`src/rtl/color_classifier.sv`:
```
// Colour-sensor sequencer: steps the filter through R/G/B, captures the counter result per channel, classifies.
// Optional MEASURE watchdog and sticky timeout_err port when COLOR_TIMEOUT_EN is defined.
module color_classifier #(
  parameter int SETTLE_CYCLES  = 10000,
  parameter int MIN_FREQ       = 1000
`ifdef COLOR_TIMEOUT_EN
  , parameter int TIMEOUT_CYCLES = 600000
`endif
) (
  input  logic        clock,
  input  logic        reset_n,
  input  logic        start,
  input  logic [17:0] frequency,
  input  logic        flag_done,
  output logic        cs_state,
  output logic        done_flag,
  output logic        s2,
  output logic        s3,
  output logic [17:0] red_freq,
  output logic [17:0] green_freq,
  output logic [17:0] blue_freq,
  output logic [1:0]  color,
  output logic        valid,
`ifdef COLOR_TIMEOUT_EN
  output logic        timeout_err,
`endif
  output logic        busy
);

  // state    | meaning
  // IDLE     | waiting for start, counter disabled
  // SELECT   | filter driven for current channel, settle countdown
  // MEASURE  | counter enabled, waiting for flag_done
  // CAPTURE  | one cycle, counter cleared via done_flag
  // CLASSIFY | one cycle, color/valid updated
  typedef enum logic [2:0] {IDLE, SELECT, MEASURE, CAPTURE, CLASSIFY} state_e;
  typedef enum logic [1:0] {CH_RED, CH_GREEN, CH_BLUE} chan_e;

  localparam int SW = (SETTLE_CYCLES < 1) ? 1 : $clog2(SETTLE_CYCLES + 1);
  localparam logic [SW-1:0] SETTLE_LD = SW'(SETTLE_CYCLES);
  localparam logic [17:0] MIN_F = 18'(MIN_FREQ);

  state_e        state_q;
  chan_e         chan_q;
  logic [SW-1:0] settle_q;
  logic          cs_state_q, done_flag_q, s2_q, s3_q, valid_q, busy_q;
  logic [17:0]   red_q, green_q, blue_q;
  logic [1:0]    color_q, color_d;
  logic          store_en;
  logic [17:0]   store_val;

`ifdef COLOR_TIMEOUT_EN
  localparam int TW = (TIMEOUT_CYCLES < 2) ? 1 : $clog2(TIMEOUT_CYCLES + 1);
  localparam logic [TW-1:0] TO_LD = TW'(TIMEOUT_CYCLES - 1);
  logic [TW-1:0] wdog_q;
  logic          timeout_q;
  logic          timeout_hit;
`endif

  function automatic logic [1:0] chan_sel(input chan_e c);
    case (c)
      CH_GREEN: chan_sel = 2'b11;
      CH_BLUE:  chan_sel = 2'b01;
      default:  chan_sel = 2'b00;
    endcase
  endfunction

  // Winner must strictly beat both others and reach MIN_FREQ.
  always_comb begin
    color_d = 2'b00;
    if (red_q > green_q && red_q > blue_q && red_q >= MIN_F)
      color_d = 2'b01;
    else if (green_q > red_q && green_q > blue_q && green_q >= MIN_F)
      color_d = 2'b10;
    else if (blue_q > red_q && blue_q > green_q && blue_q >= MIN_F)
      color_d = 2'b11;
  end

  always_comb begin
    store_en  = 1'b0;
    store_val = frequency;
`ifdef COLOR_TIMEOUT_EN
    timeout_hit = 1'b0;
`endif
    if (state_q == MEASURE) begin
      if (flag_done) begin
        store_en = 1'b1;
`ifdef COLOR_TIMEOUT_EN
      end else if (wdog_q == '0) begin
        store_en    = 1'b1;
        store_val   = '0;
        timeout_hit = 1'b1;
`endif
      end
    end
  end

  always_ff @(posedge clock or negedge reset_n) begin
    if (!reset_n) begin
      state_q     <= IDLE;
      chan_q      <= CH_RED;
      settle_q    <= '0;
      cs_state_q  <= 1'b0;
      done_flag_q <= 1'b0;
      s2_q        <= 1'b0;
      s3_q        <= 1'b0;
      valid_q     <= 1'b0;
      busy_q      <= 1'b0;
      red_q       <= '0;
      green_q     <= '0;
      blue_q      <= '0;
      color_q     <= 2'b00;
`ifdef COLOR_TIMEOUT_EN
      wdog_q      <= '0;
      timeout_q   <= 1'b0;
`endif
    end else begin
      valid_q     <= 1'b0;
      done_flag_q <= 1'b0;
      case (state_q)
        IDLE: begin
          if (start) begin
            state_q      <= SELECT;
            chan_q       <= CH_RED;
            {s2_q, s3_q} <= chan_sel(CH_RED);
            settle_q     <= SETTLE_LD;
            busy_q       <= 1'b1;
`ifdef COLOR_TIMEOUT_EN
            timeout_q    <= 1'b0;
`endif
          end
        end
        SELECT: begin
          if (settle_q == '0) begin
            state_q    <= MEASURE;
            cs_state_q <= 1'b1;
`ifdef COLOR_TIMEOUT_EN
            wdog_q     <= TO_LD;
`endif
          end else begin
            settle_q <= settle_q - 1'b1;
          end
        end
        MEASURE: begin
          // Counter clears frequency once cs_state drops, so capture this cycle.
          if (store_en) begin
            case (chan_q)
              CH_RED:   red_q   <= store_val;
              CH_GREEN: green_q <= store_val;
              default:  blue_q  <= store_val;
            endcase
            state_q     <= CAPTURE;
            cs_state_q  <= 1'b0;
            done_flag_q <= 1'b1;
`ifdef COLOR_TIMEOUT_EN
            if (timeout_hit) timeout_q <= 1'b1;
          end else begin
            wdog_q <= wdog_q - 1'b1;
`endif
          end
        end
        CAPTURE: begin
          if (chan_q == CH_BLUE) begin
            state_q <= CLASSIFY;
            color_q <= color_d;
            valid_q <= 1'b1;
          end else begin
            state_q  <= SELECT;
            settle_q <= SETTLE_LD;
            if (chan_q == CH_RED) begin
              chan_q       <= CH_GREEN;
              {s2_q, s3_q} <= chan_sel(CH_GREEN);
            end else begin
              chan_q       <= CH_BLUE;
              {s2_q, s3_q} <= chan_sel(CH_BLUE);
            end
          end
        end
        CLASSIFY: begin
          state_q <= IDLE;
          busy_q  <= 1'b0;
        end
        default: begin
          state_q    <= IDLE;
          busy_q     <= 1'b0;
          cs_state_q <= 1'b0;
        end
      endcase
    end
  end

  assign cs_state   = cs_state_q;
  assign done_flag  = done_flag_q;
  assign s2         = s2_q;
  assign s3         = s3_q;
  assign red_freq   = red_q;
  assign green_freq = green_q;
  assign blue_freq  = blue_q;
  assign color      = color_q;
  assign valid      = valid_q;
  assign busy       = busy_q;
`ifdef COLOR_TIMEOUT_EN
  assign timeout_err = timeout_q;
`endif

endmodule

```
`config.mk`:
```
export PLATFORM = sky130hd
export DESIGN_NAME = color_classifier
export DESIGN_NICKNAME = d
export VERILOG_FILES = /design/src/rtl/color_classifier.sv
export SDC_FILE = /design/constraint.sdc
export NUM_CORES = 1
export LEC_CHECK = 0
export ABC_AREA = 0
export CORE_MARGIN = 3
export CORE_UTILIZATION = 45
export DETAILED_ROUTE_END_ITERATION = 8
export PLACE_DENSITY = 0.72
export SLEW_MARGIN = 20
export SYNTH_ARGS = -nofsm -noshare
export SYNTH_HDL_FRONTEND = slang
export SYNTH_SLANG_ARGS = --single-unit
```
`constraint.sdc`:
```
create_clock -name clock -period 2.9 [get_ports clock]
set_clock_uncertainty 0.2 [all_clocks]
set_input_delay 0.58 -clock clock [delete_from_list [all_inputs] [get_ports clock]]
set_output_delay 0.58 -clock clock [all_outputs]
set_load 0.01 [all_outputs]
```
# Yosys cells after proc, flatten, opt, wreduce, memory -nomap -nowiden
# Cells that the tools add are included.
totals:
  word_cells: 93
  in_bits: 22
  regBits: 81
  out_inout_bits: 62
op_classes:
  n_bitwise: 3
  n_addsub: 1
  n_mux: 33
  n_eq_ne: 11
  magnitude_cmp: 9
  reduce_logical: 23
ops:
  columns: ["op", "count"]
  rows:
  - ["greater-than comparator 18 bit", 6]
  - [">= comparator 18 x 10 -> 1 bit (second input constant)", 3]
  - ["2-to-1 mux 14 bit", 3]
  - ["one-hot mux 14 bit (3 select lines)", 1]
  - ["AND reduction 3 bit", 6]
  - ["logical NOT 14 bit", 1]
  - ["subtractor 14 x 1 -> 14 bit (second input constant)", 1]
  - ["2-to-1 mux 1 bit", 13]
  - ["2-to-1 mux 2 bit", 6]
  - ["2-to-1 mux 3 bit", 4]
  - ["one-hot mux 3 bit (4 select lines)", 1]
  - ["inequality test 2 bit (second input constant)", 5]
  - ["equality test 3 x 2 -> 1 bit (second input constant)", 2]
  - ["logical AND 1 bit", 6]
  - ["one-hot mux 1 bit (2 select lines)", 3]
  - ["OR reduction 3 bit", 2]
  - ["one-hot mux 2 bit (2 select lines)", 1]
  - ["AND reduction 2 bit", 2]
  - ["AND reduction 4 bit", 1]
  - ["equality test 3 x 1 -> 1 bit (second input constant)", 1]
  - ["equality test 3 bit (second input constant)", 1]
  - ["logical NOT 3 bit", 1]
  - ["NOT 1 bit", 3]
  - ["one-hot mux 1 bit (3 select lines)", 1]
  - ["6 further kinds", 6]

# Logic depth before layout (Yosys ltp)
logic_depth:
  ltp_word: 6
  mapped_depth: 9
  ltp_nobuf: 8

# Worst setup path after synthesis
# Ideal clock, no wire load.
synth_path:
  path_kind: "reg-to-reg"
  startpoint: "register red_q[5] (netlist: red_freq[5])"
  endpoint: "register color_q[0] (netlist: color[0])"
  slack_ps: 471
  setup_ps: 65
  path_stages_with_launch: 9
  required_time_ps: 2635
  t_arrival_ps: 2165
  period_less_slack_ps: 2429
  cell_sequence: "dfrtp_1 > inv_1 > ha_1 > a21oi_2 > o21ai_1 > a2111o_1 > a2111o_1 > o31ai_2 > o22a_1"
synth_between:
  elab_chain_cells: 6
  elab_cells_between_ends: 14
  classes_between: "order compare: 5; mux: 3; reduce/logical: 6"
synth_rtl:
  columns: ["element", "line_no", "source"]
  rows:
  - ["start, declared", "47", "logic [17:0] red_q, green_q, blue_q;"]
  - ["start signal, assigned", "148", "CH_RED: red_q <= store_val;"]
  - ["greater-than comparator 18 bit", "75", "else if (blue_q > red_q && blue_q > green_q && blue_q >= MIN_F)"]
  - ["logical AND 1 bit (2 in series)", "75", null]
  - ["2-to-1 mux 2 bit", "75", null]
  - ["2-to-1 mux 2 bit", "73", "else if (green_q > red_q && green_q > blue_q && green_q >= MIN_F)"]
  - ["2-to-1 mux 2 bit (*)", "71", "if (red_q > green_q && red_q > blue_q && red_q >= MIN_F)"]
  - ["end signal, assigned", "165", "color_q <= color_d;"]
  - ["end, declared", "48", "logic [1:0] color_q, color_d;"]
# Every way passes the cells marked *; elsewhere a longest branch is shown, timed or not.
# A chain may end at the register's enable or synchronous reset.

# Worst setup path after layout
layout_path:
  startpoint: "register red_q[9] (netlist: red_freq[9])"
  endpoint: "register color_q[0] (netlist: color[0])"
# The elaborated chain is that of the path after synthesis.

==> impl_metrics.py <==
metrics = {
    "power": {
        "ir_drop_v": 0.000262,
        "leakagePower_uw": 0.00276,
        "power.density_mw_per_mm2": 400,
    },
    "logic_synthesis": {
        "synth_warnings": 0,
        "synth_top_flop_cell": "dfrtp_1",
        "synth_top_area_share_pct": 42.5,
        "synthTopCellsByArea": "dfrtp_1 42%, ha_1 15%, mux2_2 13%, inv_1 3.5%, a21oi_1 1.9%",
        "syn_area_sq_mm": 0.00471,
        "yosysUniqueCellTypes": 54,
        "yosys.area.top_type": "dfrtp_1",
        "ys_seq_area_share_pct": 42.5,
        "ys_seq_elements": 80,
        "synth_enable_flop_cells": 0,
        "synth_nets": 513,
        "synth_async_sr_flop_share_pct": 100,
        "syn_area_per_cell_sq_um": 10.8,
        "syn_inst": 436,
    },
    "critical_path": {
        "reg2reg_depth": 8,
        "r2r_setup_slack_ps": 230,
        "timing.rr.end": "color[0]",
        "cp-end-kind": "flip-flop",
        "startpoint": "red_freq[9]",
        "crit_fanout": 4,
        "reg2reg_from": "red_freq[9]",
        "cp_data_required_time_ps": 2990,
        "worstSetupStartpointType": "flip-flop",
        "critPathArrivalTime_ps": 2760,
        "path_class": "flip-flop to flip-flop",
    },
    "floorplanning": {
        "rows": 36,
        "die_w_um": 108,
        "die_area_sq_mm": 0.0117,
        "start_util_pct": 47.3,
        "die_h_um": 108,
        "boundaryPins": 84,
        "coreArea_sq_mm": 0.00995,
    },
    "grt": {
        "grt_max_degree": 50,
        "grt-ovfl-total": 0,
        "grt_pass1_wl_um": 19700,
        "grt_pass1_vias": 3814,
        "grt_use_total_pct": 21.3,
        "antenna_found_initial": 0,
    },
    "timing": {
        "period_needed_ps": 2670,
        "max_freq_ghz": 0.374,
        "setup_violations": 0,
        "max_slew_margin_pct": 40.6,
        "slew_viol_final": 0,
        "period_share_pct": 92.2,
        "hold_viol": 0,
        "fin_ws_ps": 227,
        "rsz0062_at_grt": "no",
        "tns_ps": 0,
        "worst_pin_slew_ps": 885,
    },
    "drt": {
        "totalWireLength_um": 11800,
        "drt-met1-wl_um": 5480,
        "met3_length_um": 523,
        "top_layer_used": "met4",
        "drcViolationCount": 0,
        "ant_nets": 0,
        "routed_via_density": 5.55,
        "vias": 3711,
        "drt-pass1-iter-count": 4,
        "drt_iter0_markers": 120,
        "wl_met2_um": 5650,
        "wire_per_inst_um": 17.7,
    },
    "cts": {
        "h-tree-depth": 3,
        "tritoncts": "yes",
        "numCtsBuffers": 9,
        "clockBufferDepth": 2,
        "clk_pin_slew_ps": 90,
        "clock-sinks": 80,
        "clk_latency_ps": 360,
        "clk_root_buffer_cell": "clkbuf_8",
    },
    "worst_hold_path": {
        "min_from": "settle_q[0]",
        "hold_path_depth": 1,
        "whs_endpoint": "settle_q[0]",
        "min_path_type": "flip-flop to flip-flop",
    },
    "run": {
        "drv_cap": 0,
    },
    "placement": {
        "hpwl_um": 9000,
        "place_ws_ps": 236,
        "place.gp.congestion": 0.909,
        "portBuffers": 83,
    },
    "layout": {
        "final_cell_mix": "82 x clkdlybuf4s50_1, 80 x dfrtp_1, 55 x mux2_2, 55 x ha_1, 44 x inv_1",
        "n_antenna_cell": 0,
        "layout.nets": 608,
        "area_delta_synth_final_pct": 26.3,
        "final_common_cell": "clkdlybuf4s50_1",
        "fill_cells": 821,
        "drive_gt1_share_pct": 16.0,
    },
    "outcome": {
        "status": "completed",
    },
}
[worst max path at each step]
stage / end / slack [ps] / cells after the start
6_report: color[0] / 230 / 8
5_1_grt: settle_q[13] / 4 / 8
4_1_cts: settle_q[13] / 240 / 8
3_5_place_dp: settle_q[13] / 240 / 7
3_3_place_gp: settle_q[13] / 290 / 7
2_1_floorplan: color[0] / 470 / 8
[final cells by class]
type / count / area (sq um) / area share (%)
Clock buffer: 12 / 155 / 2.61
Clock inverter: 4 / 51.3 / 0.862
Inverter: 44 / 165 / 2.78
Multi-Input combinational cell: 304 / 2500 / 42.0
Sequential cell: 80 / 2000 / 33.6
Tap cell: 133 / 166 / 2.80
Timing Repair Buffer: 92 / 911 / 15.3
[through the flow]
stage | std cells | hold slack, ps | utilization, % | total power (uW) | instance area, sq um
4_1_cts | 669 | 311 | 59.8 | 2400 | 5950
2_1_floorplan | 436 | 84.4 | - | 1420 | 4710
6_report | 669 | 309 | 59.8 | 2380 | 5950
5_1_grt | 669 | 342 | 59.8 | 2490 | 5950
3_5_place_dp | 652 | 299 | 57.6 | 1540 | 5730
3_3_place_gp | 652 | 283 | 57.6 | 1520 | 5730
[per-layer routing]
metal / GRT usage, % / vias to the layer above
met3: 4.30 / 19
met5: 0 / -
li1: - / 1781
met4: 5.86 / 0
met2: 34.4 / 90
met1: 29.2 / 1821
[cells by family after synthesis]
kind of cell / Yosys count / synth area share [%]
simple gates: 121 / 14.4
flops: 80 / 42.5
compound gates: 62 / 8.84
mux: 56 / 13.4
fa+ha+maj: 55 / 14.6
buf+inv: 52 / 4.46
xor+xnor: 10 / 1.86
[Yosys cell counts, types with 2 or more instances]
master	n
nor4_1	10
ha_1	55
nand2_1	22
buf_2	3
and3_1	6
clkbuf_1	3
xor2_1	9
a21o_1	3
a2111o_1	2
o211ai_1	4
nand3_1	11
or3_1	2
a211oi_1	5
o31ai_2	2
nor3_1	4
nor2b_1	4
mux2_2	55
and4_1	2
o2111ai_1	2
nand4_1	14
o22ai_1	2
o21ai_0	13
nand4b_1	3
nand3b_1	2
dfrtp_1	80
or4_1	3
nand2b_1	7
nor2_1	22
a21oi_1	18
inv_1	44
[critical path, stage by stage, from the launching register on]
cell	delay, ps
dfrtp_1	430
inv_1	100
ha_1	330
nand4_1	160
a211oi_1	80
a2111o_1	420
a2111o_1	450
o31ai_2	280
o22a_1	160
[power breakdown]
part	internal, uW	switching (uW)	leakage [uW]
logic	116	129	0.00159
clock network	447	413	0.000103
registers	1190	88.3	0.00107
total	1750	630	0.00276
[registers in the layout (all words and copies together) (netlist names)]
name        count
busy            1
s3              1
color           2
valid           1
chan_q          1
cs_state        1
settle_q       14
blue_freq      18
done_flag       1
red_freq       18
state_q         3
s2              1
green_freq     18
[repair_timing]
action,in CTS,in global routing
gates resized for setup,0,0
hold buffers,1,0
endpoints found under the hold margin,31,0
setup buffers,0,0
Note: power is estimated with default switching activity, not from simulation.
